===== config.mk =====
export PLATFORM = sky130hd
export DESIGN_NAME = count_down_timer
export DESIGN_NICKNAME = d
export VERILOG_FILES = /design/src/rtl/count_down_timer_pkg.sv /design/src/rtl/count_down_timer_tick_div.sv /design/src/rtl/count_down_timer.sv
export SDC_FILE = /design/constraint.sdc
export NUM_CORES = 1
export LEC_CHECK = 0
export ABC_AREA = 1
export BUFFER_PORTS_ARGS = -buffer_cell sky130_fd_sc_hd__buf_4
export CAP_MARGIN = 20
export CORE_MARGIN = 10
export CORE_UTILIZATION = 30
export DETAILED_ROUTE_END_ITERATION = 7
export HOLD_SLACK_MARGIN = 0.15
export SLEW_MARGIN = 20
export SYNTH_ARGS = -nofsm -noshare
export SYNTH_HDL_FRONTEND = slang
export SYNTH_SLANG_ARGS = --single-unit

===== constraint.sdc =====
create_clock -name clk -period 2.7 [get_ports clk]
set_input_delay 0.27 -clock clk [delete_from_list [all_inputs] [get_ports clk]]
set_output_delay 0.27 -clock clk [all_outputs]
set_load 0.03 [all_outputs]

===== src/rtl/count_down_timer_pkg.sv =====
// Shared types and defaults for the loadable down-counter/timer.
package count_down_timer_pkg;

    typedef enum logic {
        ST_IDLE = 1'b0,
        ST_RUN  = 1'b1
    } state_t;

    localparam int DEFAULT_WIDTH = 8;

endpackage


===== src/rtl/count_down_timer_tick_div.sv =====
// Prescaler: emits one tick every PRESCALE enabled cycles.
module count_tick_div #(
    parameter int PRESCALE = 1
) (
    input  logic clk,
    input  logic rst,
    input  logic clr,
    input  logic run,
    output logic tick
);

    generate
        if (PRESCALE <= 1) begin : g_direct
            logic unused_ok;
            assign unused_ok = ^{clk, rst, clr};
            assign tick      = run;
        end else begin : g_div
            localparam int PW = $clog2(PRESCALE);
            localparam logic [PW-1:0] LAST = PW'(PRESCALE - 1);

            logic [PW-1:0] pre;

            assign tick = run && (pre == LAST);

            always_ff @(posedge clk) begin
                if (rst || clr) begin
                    pre <= '0;
                end else if (run) begin
                    pre <= tick ? '0 : pre + 1'b1;
                end
            end
        end
    endgenerate

endmodule


===== src/rtl/count_down_timer.sv =====
// Loadable down-counter: counts load_val to zero at the prescaled rate,
// pulses done, optionally reloads for a periodic interval.
module count_down_timer
    import count_down_timer_pkg::*;
#(
    parameter int WIDTH    = DEFAULT_WIDTH,
    parameter int PRESCALE = 1
) (
    input  logic             clk,
    input  logic             rst,
    input  logic             load,
    input  logic [WIDTH-1:0] load_val,
    input  logic             en,
    input  logic             stop,
    input  logic             auto_reload,
    output logic [WIDTH-1:0] cnt,
    output logic             busy,
    output logic             done
);

    localparam logic [WIDTH-1:0] ONE = WIDTH'(1);

    state_t           state;
    state_t           state_nxt;
    logic [WIDTH-1:0] reload_reg;
    logic [WIDTH-1:0] reload_nxt;
    logic [WIDTH-1:0] cnt_nxt;
    logic             done_nxt;
    logic             run;
    logic             tick;
    logic             terminal;

    // load and stop outrank a tick, so the prescaler must not advance then
    assign run      = (state == ST_RUN) && en && !stop && !load;
    assign terminal = (cnt == ONE);

    count_tick_div #(
        .PRESCALE (PRESCALE)
    ) u_div (
        .clk  (clk),
        .rst  (rst),
        .clr  (load),
        .run  (run),
        .tick (tick)
    );

    always_ff @(posedge clk) begin
        if (rst) begin
            state <= ST_IDLE;
        end else begin
            state <= state_nxt;
        end
    end

    always_comb begin
        state_nxt = state;
        if (load) begin
            state_nxt = (load_val != '0) ? ST_RUN : ST_IDLE;
        end else if (stop) begin
            state_nxt = ST_IDLE;
        end else if (tick && terminal && !auto_reload) begin
            state_nxt = ST_IDLE;
        end
    end

    always_comb begin
        cnt_nxt    = cnt;
        reload_nxt = reload_reg;
        done_nxt   = 1'b0;
        if (load) begin
            reload_nxt = load_val;
            cnt_nxt    = load_val;
            done_nxt   = (load_val == '0);
        end else if (stop) begin
            cnt_nxt = cnt;
        end else if (tick) begin
            if (terminal) begin
                done_nxt = 1'b1;
                cnt_nxt  = auto_reload ? reload_reg : '0;
            end else if (cnt != '0) begin
                cnt_nxt = cnt - ONE;
            end
        end
    end

    always_ff @(posedge clk) begin
        if (rst) begin
            cnt        <= '0;
            reload_reg <= '0;
            done       <= 1'b0;
            busy       <= 1'b0;
        end else begin
            cnt        <= cnt_nxt;
            reload_reg <= reload_nxt;
            done       <= done_nxt;
            busy       <= (state_nxt == ST_RUN);
        end
    end

endmodule


**Yosys cells after proc, flatten, opt, wreduce, memory -nomap -nowiden**

Cells that the tools add are included.

- Flip-flop bits (word level): 18

- $add $sub $neg: 1
- Equal/unequal tests: 2
- Mux-type cells: 14
- Reductions and logical operators: 15

Operators by type and width:

| cell | count |
|---|---|
| 2-to-1 mux 8 bit | 6 |
| nonzero test 8 bit | 2 |
| equality test 8 x 1 -> 1 bit, second input constant | 1 |
| zero test 8 bit | 1 |
| 2-to-1 mux 1 bit | 8 |
| subtractor 8 x 1 -> 8 bit, second input constant | 1 |
| nonzero test 3 bit | 2 |
| logical AND 1 bit | 5 |
| zero test 1 bit | 3 |
| AND reduction 3 bit | 1 |
| != test 2 bit, second input constant | 1 |
| nonzero test 2 bit | 1 |

**Depth between registers and ports, before layout**

Gate-level depths: netlist of run 1.

- Depth in word-level cells: 8
- Mapped depth: 11

**Hierarchy**

From an unflattened synthesis of run 1, not the netlist that was laid out.

- Cell total of the unflattened synthesis: 188
- Area total of the unflattened synthesis: 1161.1 um2

Modules (own cells, without submodules):

| module | instances | cells an instance | area an instance (um2) | sequential area each (um2) |
|---|---|---|---|---|
| count_down_timer | 1 | 187 | 1153.6 | 360.3 |
| count_tick_div | 1 | 1 | 7.5 | 0.0 |

**Worst setup path after synthesis of run 1**

No wires, ideal clock.

- Path type: flip-flop to flip-flop
- Start point: register cnt[1]
- End point: register cnt[2]
- Setup time: 128 ps
- Data arrival time: 1446 ps
- Path slack: 1127 ps
- Cell stages (with the launch flop): 11
- Path buffers: 0
- Clock period less this slack: 1573 ps
- Cell sequence: dfxtp_1 > inv_1 > ha_1 > inv_1 > nor2_4 > nand2_8 > clkinv_8 > o21ai_2 > nor2_2 > nor2_1 > nor2_1

- Word-level cells in the longest chain between the ends: 6
- Elaborated cells between the ends (all ways): 10

RTL lines:

| element | line | text |
|---|---|---|
| from (decl) | count_down_timer.sv:16 | `output logic [WIDTH-1:0] cnt,` |
| from (signal assigned) | count_down_timer.sv:93 | `cnt <= cnt_nxt;` |
| subtractor 8 x 1 -> 8 bit | count_down_timer.sv:81 | `cnt_nxt = cnt - ONE;` |
| 2-to-1 mux 8 bit | count_down_timer.sv:80 | `end else if (cnt != '0) begin` |
| 2-to-1 mux 8 bit | count_down_timer.sv:77 | `if (terminal) begin` |
| 2-to-1 mux 8 bit | count_down_timer.sv:76 | `end else if (tick) begin` |
| 2-to-1 mux 8 bit | count_down_timer.sv:74 | `end else if (stop) begin` |
| 2-to-1 mux 8 bit | count_down_timer.sv:70 | `if (load) begin` |

Several ways; a longest one is shown, not always the timed one. The select of a mux whose other input is x is not followed.
A chain may end at the register's enable or synchronous reset.

**Worst setup path in the final report of run 1**

- Start point: register cnt[1]
- End point: register cnt[4]

The elaborated chain is that of the path after synthesis.

==> results of run 1 <==
## per-stage QoR
| step | setup slack, ns | hold slack (ns) |
|---|---|---|
| 2_1_floorplan | 1.127 | 0.4329 |
| 3_3_place_gp | 1.146 | 0.4503 |
| 3_5_place_dp | 1.156 | 0.4543 |
| 4_1_cts | 1.138 | 0.3088 |
| 5_1_grt | 0.9712 | 0.3303 |
| 6_report | 1.159 | 0.3140 |
## kinds of logic (layout without fill, tap and decap cells)
logic type      after synthesis  in the layout  share of synthesized area
xor+xnor                      2              2                    0.01496
simple gates                107            107                     0.4626
compound gates               21             21                    0.09830
buf+inv                      22             43                    0.08439
fa+ha+maj                     3              3                    0.03205
flops                        18             18                     0.3077
## worst max-delay path, delay by kind of cell, from the launching register on
| family | cells | cell delay [ns] |
|---|---|---|
| adders and majority gates | 1 | 0.20 |
| DFF | 1 | 0.32 |
| buffers and inverters | 3 | 0.30 |
| and+or+nand+nor | 7 | 0.61 |
## worst max path at each step
stage | endpoint | slack, ns | depth (start not counted) | startpoint
final | cnt[4] | 1.16 | 11 | cnt[1]
after detailed placement | cnt[4] | 1.16 | 11 | cnt[1]
after floorplan | cnt[2] | 1.13 | 10 | cnt[1]
after global routing | cnt[3] | 0.97 | 11 | cnt[1]
after global placement | cnt[4] | 1.15 | 11 | cnt[1]
after CTS | cnt[4] | 1.14 | 11 | cnt[1]
## cell usage in the layout, fill, tap and decap left out, drive strengths merged
cell type	n
ha	3
clkinv	2
nand4	5
o21ai	7
xor2	2
nor4	1
o211ai	1
dfxtp	18
clkbuf	3
nor3	1
nor2	31
buf	23
nand2	53
inv	15
nand3	16
a21oi	13
## final cells by class
cell class,count,area (um2),share of cell area
Clock buffer,3,41.29,0.02902
Inverter,17,76.32,0.05365
Multi-Input combinational cell,133,711.9,0.5004
Sequential cell,18,360.3,0.2533
Tap cell,48,60.06,0.04222
Timing Repair Buffer,23,172.7,0.1214
## report_power, final
part / switching, mW / internal, mW
logic: 0.121 / 0.0730
clock network: 0.0888 / 0.0991
registers: 0.0158 / 0.281
total: 0.226 / 0.453
## cell usage after synthesis, types with 2 or more instances
cell type,n,share of area
nand2_4,3,0.029
xor2_1,2,0.015
nand2_2,5,0.027
o21ai_1,4,0.017
nor2_1,26,0.083
nand4_1,4,0.021
buf_2,3,0.013
inv_1,11,0.035
a21oi_1,12,0.051
nor2_2,3,0.016
nand2_1,44,0.14
o21ai_0,2,0.0085
nand3_2,3,0.026
inv_2,4,0.013
nand3_1,13,0.056
ha_1,3,0.032
dfxtp_1,18,0.31
## layer usage
metal	part of all wire	track usage
met5	0	0
met1	0.51	0.1346
met3	0.061	0.03024
met2	0.41	0.1384
met4	0.011	0.03231
==> impl_metrics.toml, run 1 <==
[die]
die_height_um = 82.48
row_count = 22
fp.dieArea_um2 = 6803
fp.dieW_um = 82.48
core_area_um2 = 3716
io_pins = 24
initial_core_util = 0.3152

[logic_synthesis]
synth_nets = 190
syn_avg_cell_area_um2 = 6.769
synth_edf_count = 0
synth_seq_cells = 18
syn_area_um2 = 1171
synthCells = 173
async_reset_ff_frac = 0
yosysWarnings = 0
ys_seq_area_frac = 0.3077
yosys_most_used_dff = "dfxtp_1"
synthDistinctLibCells = 30

[sta]
min_period_ns = 1.541
report.final.hold_viol_count = 0
finalSetupViolations = 0
period_share = 0.5707
rsz0062_at_grt = "no"
fin_skew_ns = 0.001905
slew_violations = 0
fmax_mhz = 648.9
worstMarginPinSlew_ns = 0.3760
relSlewSlack = 0.7471
finalSetupTns_ns = 0

[detailed_routing]
antenna_left = 0
drt_first_pass_iters = 4
routedWlPerCell_um = 12.69
vias_per_cell = 4.669
via_count = 1130
drtIter0Drc = 65
drcViolationCount = 0
routed_wl_mm = 3.072

[pwr]
max-vdd-ir-drop_v = 0.0003138
total_power_uw = 678.6
power_density_nw_per_um2 = 477.0
cellLeakagePower_nw = 0.6504

[layout]
fillers = 412
final_cells = 242
syn_to_final_growth_pct = 21.47
layout-drive-gt1-share = 0.2629
fin_area_um2 = 1423
nets = 213
n_antenna_cell = 0
fin_util = 0.3828

[cts]
clk_pin_slew_ns = 0.07
clk_latency_ns = 0.25
cts_htree_levels = 1
cts-root-buf = "clkbuf_8"
cts_max_path_buffers = 2
cts_sinks = 18
cts_tree = "yes"
postCtsSetupBuffers = 0
cts_resized = 0
cts_hold_buf = 0
cts_buffers = 3

[grt]
grt_pass1_wl_mm = 5.271
track_usage = 0.09724
grt_max_degree = 19
grt_overflow = 0
grt_pass1_vias = 1110
antenna_found_initial = 0

[setup_path]
rrSetupSlack_ns = 1.16
r2r_start = "cnt[1]"
worst_setup_path_end_kind = "flop"
critPathMostFrequentCell = "nor2_1"
start_kind = "flop"
crit_fanout = 8
worstPathCellList = "inv_1 > ha_1 > inv_1 > nor2_4 > nand2_8 > clkinv_8 > nand2_2 > nand2_1 > nor2_1 > nor2_1 > nor2_1"
cp_slowest_stage_delay_ns = 0.32
rr_endpoint = "cnt[4]"
crit_required_ns = 2.84
slowest_stage = "dfxtp_1"
critPathKind = "reg2reg"
ff2ff_path_depth = 11
arrival_ns = 1.68

[place]
dpl.hpwl_mm = 2.431
post_dp_cell_area_um2 = 1381
gp_congestion = 0.8458
io_buffers = 23
dpl.cell_count = 239

[min_path]
hold_path.class = "in2reg"
min_path_cells = 3
whs_endpoint = "reload_reg[7]"
min_from = "load_val[7]"

[outcome]
status = "complete, no violations"

[flow_run]
maxCapViolations = 0
Note: power is estimated with default switching activity, not from simulation.
==> run 2, diff against run 1 <==
==> constraint.sdc (replaced) <==
create_clock -name clk -period 1.4 [get_ports clk]
set_input_delay 0.14 -clock clk [delete_from_list [all_inputs] [get_ports clk]]
set_output_delay 0.14 -clock clk [all_outputs]
set_load 0.03 [all_outputs]
==> run 2 against run 1 <==
Compared with the run above: count of clock-buffer cells in the layout is 1 higher; largest power group unchanged; routed wire length up 11%; hold slack worse by 0.13 ns; worst setup slack worse by 1.1 ns; register-to-register slack worse by 1.1 ns.
==> impl_metrics.toml, run 2 (same netlist as run 1, synthesis figures left out) <==
[outcome]
status = "complete, no violations"

[cts]
cts-root-buf = "clkbuf_8"
cts_sinks = 18
cts_hold_buf = 0
cts_tree = "yes"
cts_htree_levels = 1
clk_pin_slew_ns = 0.07
clk_latency_ns = 0.26
cts_buffers = 3
cts_max_path_buffers = 2

[pwr]
p_int_uw = 983.4
seq_power_share = 0.390
switching_share = 0.3346
power_switching_uw = 494.6
max-vdd-ir-drop_v = 0.0004730
cellLeakagePower_nw = 0.7293
combPwrFrac = 0.316
power_density_nw_per_um2 = 894.9
pwr-share-clk = 0.294

[sta]
rsz0062_at_grt = "yes"
fmax_mhz = 723.1
worstMarginPinSlew_ns = 0.3790
report.final.hold_viol_count = 0
period_share = 0.9878
finalSetupViolations = 0
fin_skew_ns = 0.005056
slew_violations = 0
relSlewSlack = 0.7471
min_period_ns = 1.383
finalSetupTns_ns = 0

[die]
core_area_um2 = 3716
die_height_um = 82.48
io_pins = 24
row_count = 22
fp.dieArea_um2 = 6803
initial_core_util = 0.3152
fp.dieW_um = 82.48

[layout]
fin_util = 0.4444
fillers = 399
syn_to_final_growth_pct = 41.03
final_common_cell = "nand2_1"
nets = 224
final_cell_mix = "nand2_1 (42), buf_4 (33), nor2_1 (25)"
n_antenna_cell = 0
layout-drive-gt1-share = 0.4078

[grt]
grt_pass1_wl_mm = 5.582
grt_max_degree = 19
antenna_found_initial = 0
grt_overflow = 0
track_usage = 0.1067
grt_pass1_vias = 1215

[setup_path]
worstPathCellList = "inv_6 > ha_4 > inv_2 > nor2_4 > nand2_8 > clkinv_8 > nand3_4 > o211ai_1 > inv_1"
r2r_start = "cnt[1]"
start_kind = "flop"
slowest_stage = "dfxtp_4"
cp_slowest_stage_delay_ns = 0.36
ff2ff_path_depth = 9
arrival_ns = 1.53
crit_fanout = 8
critPathKind = "reg2reg"
rr_endpoint = "busy"
worst_setup_path_end_kind = "flop"
cpLargestDelayFamily = "flip-flops"
crit_required_ns = 1.55
rrSetupSlack_ns = 0.02
cp_num_buf_inv = 4

[place]
dpl.hpwl_mm = 2.538
io_buffers = 23
gp_congestion = 0.8456

[detailed_routing]
routed_wl_mm = 3.407
drtIter0Drc = 75
routedWlPerCell_um = 13.41
vias_per_cell = 4.783
antenna_left = 0
drcViolationCount = 0
drt_first_pass_iters = 4
via_count = 1215

[min_path]
hold_path.class = "in2reg"
whs_endpoint = "cnt[7]"
min_from = "rst"
min_path_cells = 2

[flow_run]
maxCapViolations = 0
-- run 2: cell types whose count changed in the layout (fill, tap and decap cells not counted), sizes merged --
cell	change
buf	+11
clkbuf	+1
-- run 2: worst max-delay path by stage --
stage | start | to | slack, ns | depth (start not counted)
finish | cnt[1] | busy | 0.02 | 9
global route | cnt[1] | busy | -0.08 | 9
CTS | cnt[1] | busy | -0.01 | 9
detailed placement | cnt[0] | cnt[1] | -0.05 | 9
global placement | cnt[0] | cnt[4] | -0.07 | 9
floorplan | cnt[4] | cnt[2] | 0.008 | 9
-- run 2: metal layers --
layer | global-route usage | up-vias | wire (um)
met3 | 0.03456 | 6 | 250
met2 | 0.1617 | 35 | 1514
li1 | - | 620 | -
met5 | 0 | - | 0
met1 | 0.1327 | 554 | 1563
met4 | 0.05272 | 0 | 78
-- run 2: worst reg2reg max path: stages (launching register included) --
cell      delay, ns
dfxtp_4        0.36
inv_6          0.08
ha_4           0.15
inv_2          0.04
nor2_4         0.16
nand2_8        0.10
clkinv_8       0.09
nand3_4        0.06
o211ai_1       0.17
inv_1          0.06
-- run 2: timing repair --
item	CTS	global route
pin swaps	12	17
endpoints found under the setup margin	9	9
buffers inserted	3	1
cloned	0	0
gates resized for setup	17	14
-- run 2: area by class of cell --
cell class                      count  area, um2  area share
Inverter                           17      83.83     0.05076
Tap cell                           48      60.06     0.03636
Timing Repair Buffer               34      259.0      0.1568
Clock buffer                        4      55.05     0.03333
Sequential cell                    18      370.4      0.2242
Multi-Input combinational cell    133      823.3      0.4985
-- run 2: power groups by stage --
stage	combinational [mW]	sequential, mW	clock (mW)
finish	0.467	0.577	0.435
global route	0.521	0.581	0.458
CTS	0.443	0.574	0.442
detailed placement	0.400	0.584	0
global placement	0.401	0.584	0
floorplan	0.241	0.610	0
-- run 2: per-stage QoR --
stage                     cell area (um2)  setup slack, ns  power, mW  hold WS, ns  instances
after floorplan                      1180         0.008023     0.8513       0.3029        173
after global placement               1443         -0.07235     0.9857       0.4437        246
after detailed placement             1443         -0.05180     0.9846       0.4432        246
after CTS                            1592         -0.01399      1.459       0.1754        253
after global routing                 1652         -0.07673      1.560       0.2089        254
final                                1652          0.01703      1.478       0.1859        254
